## src/rtl/iir_ctrl.sv

```systemverilog
// Sample-rate sequencer for an external IIR core: flushes the filter with zeros after
// start or coefficient change, then paces input samples and tags results for output.
module iir_ctrl #(
    parameter int DW      = 16,
    parameter int FW      = 16,
    parameter int LAT     = 2,
    parameter int FLUSH_N = 8
) (
    input  logic                 clk_i,
    input  logic                 rst_n_i,
    input  logic                 run_i,
    input  logic [15:0]          div_cfg_i,
    input  logic                 cfg_wr_i,
    input  logic [31:0]          cfg_index_i,
    input  logic                 s_valid_i,
    input  logic signed [DW-1:0] s_data_i,
    output logic                 s_ready_o,
    output logic                 iir_en_o,
    output logic signed [DW-1:0] iir_din_o,
    output logic [31:0]          iir_index_o,
    input  logic signed [DW-1:0] iir_dout_i,
    output logic                 m_valid_o,
    output logic signed [DW-1:0] m_data_o,
    output logic                 busy_o,
    output logic [15:0]          underrun_cnt_o
);

    // state | meaning
    // IDLE  | filter stopped, waiting for run
    // FLUSH | feeding FLUSH_N zero samples to settle the IIR history
    // RUN   | passing input samples on every tick
    typedef enum logic [2:0] {
        ST_IDLE  = 3'b001,
        ST_FLUSH = 3'b010,
        ST_RUN   = 3'b100
    } state_e;

    localparam int FCW = $clog2(FLUSH_N + 1);

    // FW belongs to the companion IIR instance; only its range is sanity-checked here.
    if (FW < 1 || LAT < 1 || FLUSH_N < 1) begin : g_bad_params
        $error("iir_ctrl: FW, LAT and FLUSH_N must all be >= 1");
    end

    state_e                state_q, state_d;
    logic [15:0]           cnt_q, cnt_d;
    logic [FCW-1:0]        flush_q, flush_d;
    logic signed [DW-1:0]  din_q, din_d;
    logic [31:0]           idx_q, idx_d;
    logic [15:0]           udr_q, udr_d;
    logic signed [DW-1:0]  mdata_q;
    logic [LAT-1:0]        tag_en_q, tag_en_d;
    logic [LAT-1:0]        tag_keep_q, tag_keep_d;
    logic                  tick;
    logic                  s_ready;
    logic                  iir_en;

    // Free-running sample divider; a lowered div_cfg wraps without a tick.
    assign tick  = (cnt_q == div_cfg_i);
    assign cnt_d = (cnt_q >= div_cfg_i) ? 16'd0 : cnt_q + 16'd1;

    always_comb begin
        state_d = state_q;
        flush_d = flush_q;
        din_d   = din_q;
        udr_d   = udr_q;
        s_ready = 1'b0;
        iir_en  = 1'b0;
        case (state_q)
            ST_IDLE: begin
                if (run_i) begin
                    state_d = ST_FLUSH;
                    flush_d = FCW'(FLUSH_N);
                end
            end
            ST_FLUSH: begin
                if (!run_i) begin
                    state_d = ST_IDLE;
                end else if (cfg_wr_i) begin
                    flush_d = FCW'(FLUSH_N);
                end else if (tick) begin
                    iir_en  = 1'b1;
                    din_d   = '0;
                    flush_d = flush_q - FCW'(1);
                    if (flush_q == FCW'(1)) begin
                        state_d = ST_RUN;
                    end
                end
            end
            ST_RUN: begin
                if (!run_i) begin
                    state_d = ST_IDLE;
                end else if (cfg_wr_i) begin
                    // coefficient change takes the tick; the sample slot is dropped uncounted
                    state_d = ST_FLUSH;
                    flush_d = FCW'(FLUSH_N);
                end else if (tick) begin
                    s_ready = 1'b1;
                    if (s_valid_i) begin
                        iir_en = 1'b1;
                        din_d  = s_data_i;
                    end else if (udr_q != 16'hFFFF) begin
                        udr_d = udr_q + 16'd1;
                    end
                end
            end
            default: begin
                state_d = ST_IDLE;
            end
        endcase
    end

    assign idx_d = cfg_wr_i ? cfg_index_i : idx_q;

    // Tag pipeline mirrors the IIR latency so results can be matched to their samples.
    always_comb begin
        tag_en_d      = tag_en_q;
        tag_keep_d    = tag_keep_q;
        tag_en_d[0]   = iir_en;
        tag_keep_d[0] = iir_en && (state_q == ST_RUN);
        for (int i = 1; i < LAT; i++) begin
            tag_en_d[i]   = tag_en_q[i-1];
            tag_keep_d[i] = tag_keep_q[i-1];
        end
    end

    assign m_valid_o = tag_en_q[LAT-1] & tag_keep_q[LAT-1];
    assign m_data_o  = m_valid_o ? iir_dout_i : mdata_q;

    always_ff @(posedge clk_i) begin
        if (!rst_n_i) begin
            state_q    <= ST_IDLE;
            cnt_q      <= '0;
            flush_q    <= '0;
            din_q      <= '0;
            idx_q      <= '0;
            udr_q      <= '0;
            mdata_q    <= '0;
            tag_en_q   <= '0;
            tag_keep_q <= '0;
        end else begin
            state_q    <= state_d;
            cnt_q      <= cnt_d;
            flush_q    <= flush_d;
            din_q      <= din_d;
            idx_q      <= idx_d;
            udr_q      <= udr_d;
            mdata_q    <= m_data_o;
            tag_en_q   <= tag_en_d;
            tag_keep_q <= tag_keep_d;
        end
    end

    assign s_ready_o      = s_ready;
    assign iir_en_o       = iir_en;
    assign iir_din_o      = din_d;
    assign iir_index_o    = idx_q;
    assign busy_o         = (state_q == ST_FLUSH);
    assign underrun_cnt_o = udr_q;

endmodule
```

## config.mk

```make
export PLATFORM = sky130hd
export DESIGN_NAME = iir_ctrl
export DESIGN_NICKNAME = d
export VERILOG_FILES = /design/src/rtl/iir_ctrl.sv
export SDC_FILE = /design/constraint.sdc
export NUM_CORES = 1
export LEC_CHECK = 0
export ABC_AREA = 1
export ABC_CLOCK_PERIOD_IN_PS = 1850
export BUFFER_PORTS_ARGS = -buffer_cell sky130_fd_sc_hd__clkbuf_2
export CORE_ASPECT_RATIO = 0.5
export CORE_MARGIN = 2
export CORE_UTILIZATION = 46
export CTS_CLUSTER_SIZE = 28
export DETAILED_ROUTE_END_ITERATION = 8
export PLACE_DENSITY = 0.88
export SYNTH_ARGS = -nofsm -noshare
export SYNTH_HDL_FRONTEND = slang
export SYNTH_SLANG_ARGS = --single-unit
```

## constraint.sdc

```tcl
create_clock -name clk_i -period 1.85 [get_ports clk_i]
set_input_delay 0.0925 -clock clk_i [delete_from_list [all_inputs] [get_ports clk_i]]
set_output_delay 0.0925 -clock clk_i [all_outputs]
set_load 0.01 [all_outputs]
```

* After elaboration in Yosys (flattened, before gate mapping)
Index checks and enable logic that the tools add are counted.
W data, S select, Z words.
** Cells by class
- Equality and inequality tests :: 15
- Magnitude comparators :: 1
- Bitwise operators :: 4
- Add/subtract/negate cells :: 3
- Mux-type cells :: 33
- Reductions and logical operators :: 6
** Operator list (count)
- $mux W16 :: 8
- $add A16 B1 Y16 const B :: 2
- $pmux W16 S2 :: 1
- $mux W4 :: 6
- $mux W3 :: 7
- $eq A16 B16 Y1 :: 1
- $ge A16 B16 Y1 :: 1
- $ne A16 B16 Y1 const B :: 1
- $pmux W4 S3 :: 1
- $reduce_and A6 Y1 :: 2
- $ne A3 B2 Y1 const B :: 3
- $pmux W3 S3 :: 1
- $mux W1 :: 8
- $ne A2 B2 Y1 const B :: 4
- $ne A3 B3 Y1 const B :: 2
- $reduce_and A5 Y1 :: 1
- $eq A4 B1 Y1 const B :: 1
- $sub A4 B1 Y4 const B :: 1
- $eq A3 B1 Y1 const B :: 1
- $eq A3 B2 Y1 const B :: 1
- $eq A3 B3 Y1 const B :: 1
- $not A1 Y1 :: 3
- $reduce_bool A3 Y1 :: 1
- $pmux W1 S2 :: 1
- 3 further kinds :: 3
** Word-level totals
- Output and inout port bits :: 84
- Flip-flop bits (word level) :: 107
- Input port bits :: 85

* Longest topological paths before layout
- Word-level depth :: 6
- Gate-level depth with buffers :: 12
- Depth with buffers taken out :: 11

* Worst setup path after synthesis
OpenSTA, ideal clock, no wires.
- Kind :: reg2reg
- Start :: register cnt_q[11]
- End :: register udr_q[13], in the netlist underrun_cnt_o[13]
- Period minus slack after synthesis :: 1.773 ns
- Arrival :: 1.658 ns
- Slack :: 0.077 ns
- Stages on the path, launching flop included :: 12
- Setup time :: 0.115 ns
- Cells stage by stage :: dfxtp_1 ha_1 nand2_1 nor2_1 nand2_2 nor2_8 nand3_4 nor2_4 buf_6 nand3_1 nand2_1 nor2_1
** On the way
- Word-level cells in the longest chain between the ends :: 2
** Ends and longest elaborated chain
- start, declared :: RTL line 46 : logic [15:0] cnt_q, cnt_d;
- start signal, assigned :: RTL line 143 : cnt_q <= cnt_d;
- $eq A16 B16 Y1 :: RTL line 59 : assign tick = (cnt_q == div_cfg_i);
- $reduce_and A6 Y1 (no line)
- end signal, assigned :: RTL line 147 : udr_q <= udr_d;
- end, declared :: RTL line 50 : logic [15:0] udr_q, udr_d;
Every way passes these cells.
A chain may end at the register's enable or synchronous reset.

* Worst setup path after layout
- Start :: register state_q[2]
- End :: register flush_q[1]
** On the way
- Word-level cells in the longest chain between the ends :: 3
- Elaborated cells between the ends (all ways) :: 11
** Ends and longest elaborated chain
- start, declared :: RTL line 45 : state_e state_q, state_d;
- start signal, assigned :: RTL line 142 : state_q <= state_d;
- $eq A3 B2 Y1, or another cell as far along :: RTL line 69 : case (state_q)
- $ne A3 B2 Y1 (no line), or another cell as far along
- $reduce_and A6 Y1 (no line)
- end signal, assigned :: RTL line 144 : flush_q <= flush_d;
- end, declared :: RTL line 47 : logic [FCW-1:0] flush_q, flush_d;
Several ways; a longest one is shown, not always the timed one.

==> out/summary.txt <==
Post-DR wirelength/cell: 18.52 microns
Startpoint types: flop
CTS sink cnt: 107
RSZ-0062 raised after global routing: yes
Status: complete, but fails checks
Final core utilization: 71.08%
Worst path cell trace: inv_1 > nand3_1 > nor2_1 > nor2_1 > nor2_1 > nand2_1 > o21ai_0 > nor2_1
Buf+Inv Stages, Crit Path: 1
Critical R2R Capture: flush_q[1]$_SDFFE_PN0P_
Die Wd: 153.1 microns
Hold Crit Start: cfg_index_i[29]
Worst Setup SP: state_q[2]$_SDFFE_PN0P_
Crit path max fanout: 5
Critical path's top delay family: simple AND/OR/NAND/NOR gates
Cell leakage power: 0.003976 uW
XOR/XNOR share of the synthesized area: 2.226%
Row Count: 27
Critical path type: flop to flop
Synth Area in Adders: 4.892%
Worst-Skew Late Latency: 0.36 ns
Max cap viols: 0
Hold WC Path Type: input port to flop
IO Port Bufs: 168
Layout Skew: 0.01533 ns
R2r setup slk: -0.65 ns
Main combinational cell family by area after synthesis: simple AND/OR/NAND/NOR gates
Final period utilization: 135.1%
Register area share after synthesis: 41.88%
Crit. End Element: flop
Largest net degree at the start of global routing: 39
Pwr per Cell Area: 736.6 mW/mm^2
Mapped Avg Cell Area: 7.065 sq um
Ratio of cells with drive above 1 in the final layout: 40.25%
Hpwl dp: 9501 microns
Area of the mapped netlist: 0.005115 sq mm
Worst EP arrival: 2.74 ns
Synthesized Nets: 829
Relative max-transition margin: 61.23%
Max Clock Freq: 400.2 MHz
N_diodes: 0
GPL Wtd Cong: 0.8426
Hold Fails Final Rpt: 0
I/O Pins: 169
Clock buffer depth: 2
Worst r2r path cells: 8
Worst path slowest cell: nor2_1
Starting density of the core: 46.88%
Clk root buf: clkbuf_16
Failing checks: negative setup slack
Most frequent cells in the layout: clkbuf_2 (159), nor2_1 (154), dfxtp_1 (91)
Die area: 0.01203 sq mm
Most common cell after layout, fill and taps aside: clkbuf_2
Antenna violations before repair: 0
Via/cell ratio: 5.712
Post-synthesis simple-gate area fraction: 30.16%
Vias in the first global route: 5,710
All-Layer GR Usage: 26.28%
Slew Limit Fails: 0
Final WS setup: -0.6491 ns
Yosys reg bits: 107
First-pass GRT wire length: 26,120 microns
DIE HEIGHT: 78.57 microns
Max VDD drop: 473.7 uV
DRC errors left: 0
Synth Warn #: 0
Actual slew at the worst max-slew pin: 0.5755 ns
Compound-Gate Fraction of Synth Area: 11.52%
Clock-pin slew of the registers on the worst-case setup and hold paths: 0.08 ns
GRT overflow: 0
Depth of the CTS H-tree: 3
Slowest stage delay, CP: 0.41 ns
Total chip power: 5713 uW
Initial drt markers: 955
Initial DRT Pass Iterations: 6
Vias after detailed routing: 6,420
Overall routed net length: 20,820 microns
Synth Instances: 724
Post-route minimum period: 2.499 ns
Worst hold path cell count: 3
TritonCTS clock tree: built
P&R area growth vs syn: 51.64%
Core area: 0.01091 sq mm
Critical path required time: 2.09 ns
Unique masters post-synth: 33
Worst Hold End: iir_index_o[29]$_SDFFE_PN0P_
ANT nets after route: 0
Cell mode on critical path: nor2_1
Setup-failing EPs final: 64
CTS Buf Count: 9
R2r startpoint: state_q[2]$_SDFFE_PN0P_
Final nets: 1,079
Mux contribution to synthesized area: 0%
-- worst register-to-register path, stage by stage (launching register included) --
cell and delay, ns:
dfxtp_1 0.36, inv_1 0.11, nand3_1 0.20, nor2_1 0.41, nor2_1 0.23, nor2_1 0.35
nand2_1 0.31, o21ai_0 0.33, nor2_1 0.08
-- cells by family after synthesis --
group,count (synthesis)
AND/OR/NAND/NOR,355
buffers and inverters,122
AO/OA/AOI/OAI,107
flip-flops,107
adder cells (fa/ha/maj),20
XOR/XNOR,13
-- state kept, by name (all words and copies together) (netlist names) --
register	flops
iir_index_o	32
tag_en_q	2
underrun_cnt_o	16
state_q	3
flush_q	4
din_q	16
cnt_q	16
mdata_q	16
tag_keep_q	2
-- metal layers --
layer  up-vias  global-route usage, %  part of all wire (%)
met4         0                  14.81                   7.5
met3       192                  4.859                    11
met5         -                      0                     0
li1       2776                      -                     -
met1      2884                  29.14                    36
met2       568                  48.08                    46
-- Yosys cell counts --
master    instances  share of area [%]
o21ai_1           1              0.098
nor3_4            1               0.32
nor2_8            1               0.39
inv_2             1              0.073
nor4_1            1               0.12
inv_1            95                7.0
or2_2            19                2.3
nand3_1          35                3.4
nand3_4           1               0.34
ha_1             20                4.9
nand2_2           2               0.24
o31ai_1           2               0.29
buf_1             3               0.22
a21oi_2          11                1.9
nor2_4            1               0.22
nor3b_1           2               0.29
nand3_2           1               0.20
buf_6             2               0.44
nor2_2            3               0.37
and2_1            1               0.12
xor2_1            8                1.4
o211ai_1          2               0.29
nor2_1          174                 13
xnor2_1           5               0.86
buf_2             3               0.29
nor3_1            6               0.59
o21ai_0          65                6.4
o21bai_1          1               0.15
a21oi_1          25                2.4
nand4_1          12                1.5
clkbuf_1         18                1.3
dfxtp_1         107                 42
nand2_1          95                7.0
-- where the power goes --
part           internal (uW)  switching, uW  total [uW]  leakage (uW)
clock network           1100            962        2070      0.000151
registers               2420           99.4        2520      0.000880
logic                    400            732        1130       0.00295
-- layout make-up --
type                            count  area (sq um)
Fill cell                         682          3156
Tap cell                          145         181.4
Inverter                           96         365.4
Multi-Input combinational cell    495          2969
Timing Repair Buffer              265          1765
Sequential cell                   107          2165
Clock buffer                       10         239.0
Clock inverter                      6         71.32
-- stage by stage --
step	setup TNS, ns	setup slack, ns	hold slack (ns)	cells	instance area (sq um)
2_1_floorplan	0	0.07737	0.2274	724	5115
3_3_place_gp	0	0.003442	0.3149	1050	6326
3_5_place_dp	-0.8338	-0.1362	0.3197	1050	6326
4_1_cts	-6.700	-0.3364	0.0009165	1110	7266
5_1_grt	-20.76	-0.7377	0.02224	1124	7756
6_report	-18.37	-0.6491	0.004544	1124	7756
-- worst max path at each step --
stage / end / cells past startpoint
after floorplan: underrun_cnt_o[13]$_SDFFE_PN0P_ / 11
after global placement: underrun_cnt_o[1]$_SDFFE_PN0P_ / 10
after detailed placement: underrun_cnt_o[1]$_SDFFE_PN0P_ / 10
after CTS: iir_din_o[12] / 12
after global routing: flush_q[1]$_SDFFE_PN0P_ / 10
final: flush_q[1]$_SDFFE_PN0P_ / 8
-- what timing repair did --
item                                   4_1_cts  5_1_grt
buffers inserted                            17       14
setup endpoints to repair                   33       66
resized for setup                           57      103
pin swaps                                   24       27
gates cloned                                 1        3
hold buffers                                28        1
endpoints found under the hold margin       28        1
Note: power is estimated with default switching activity, not from simulation.
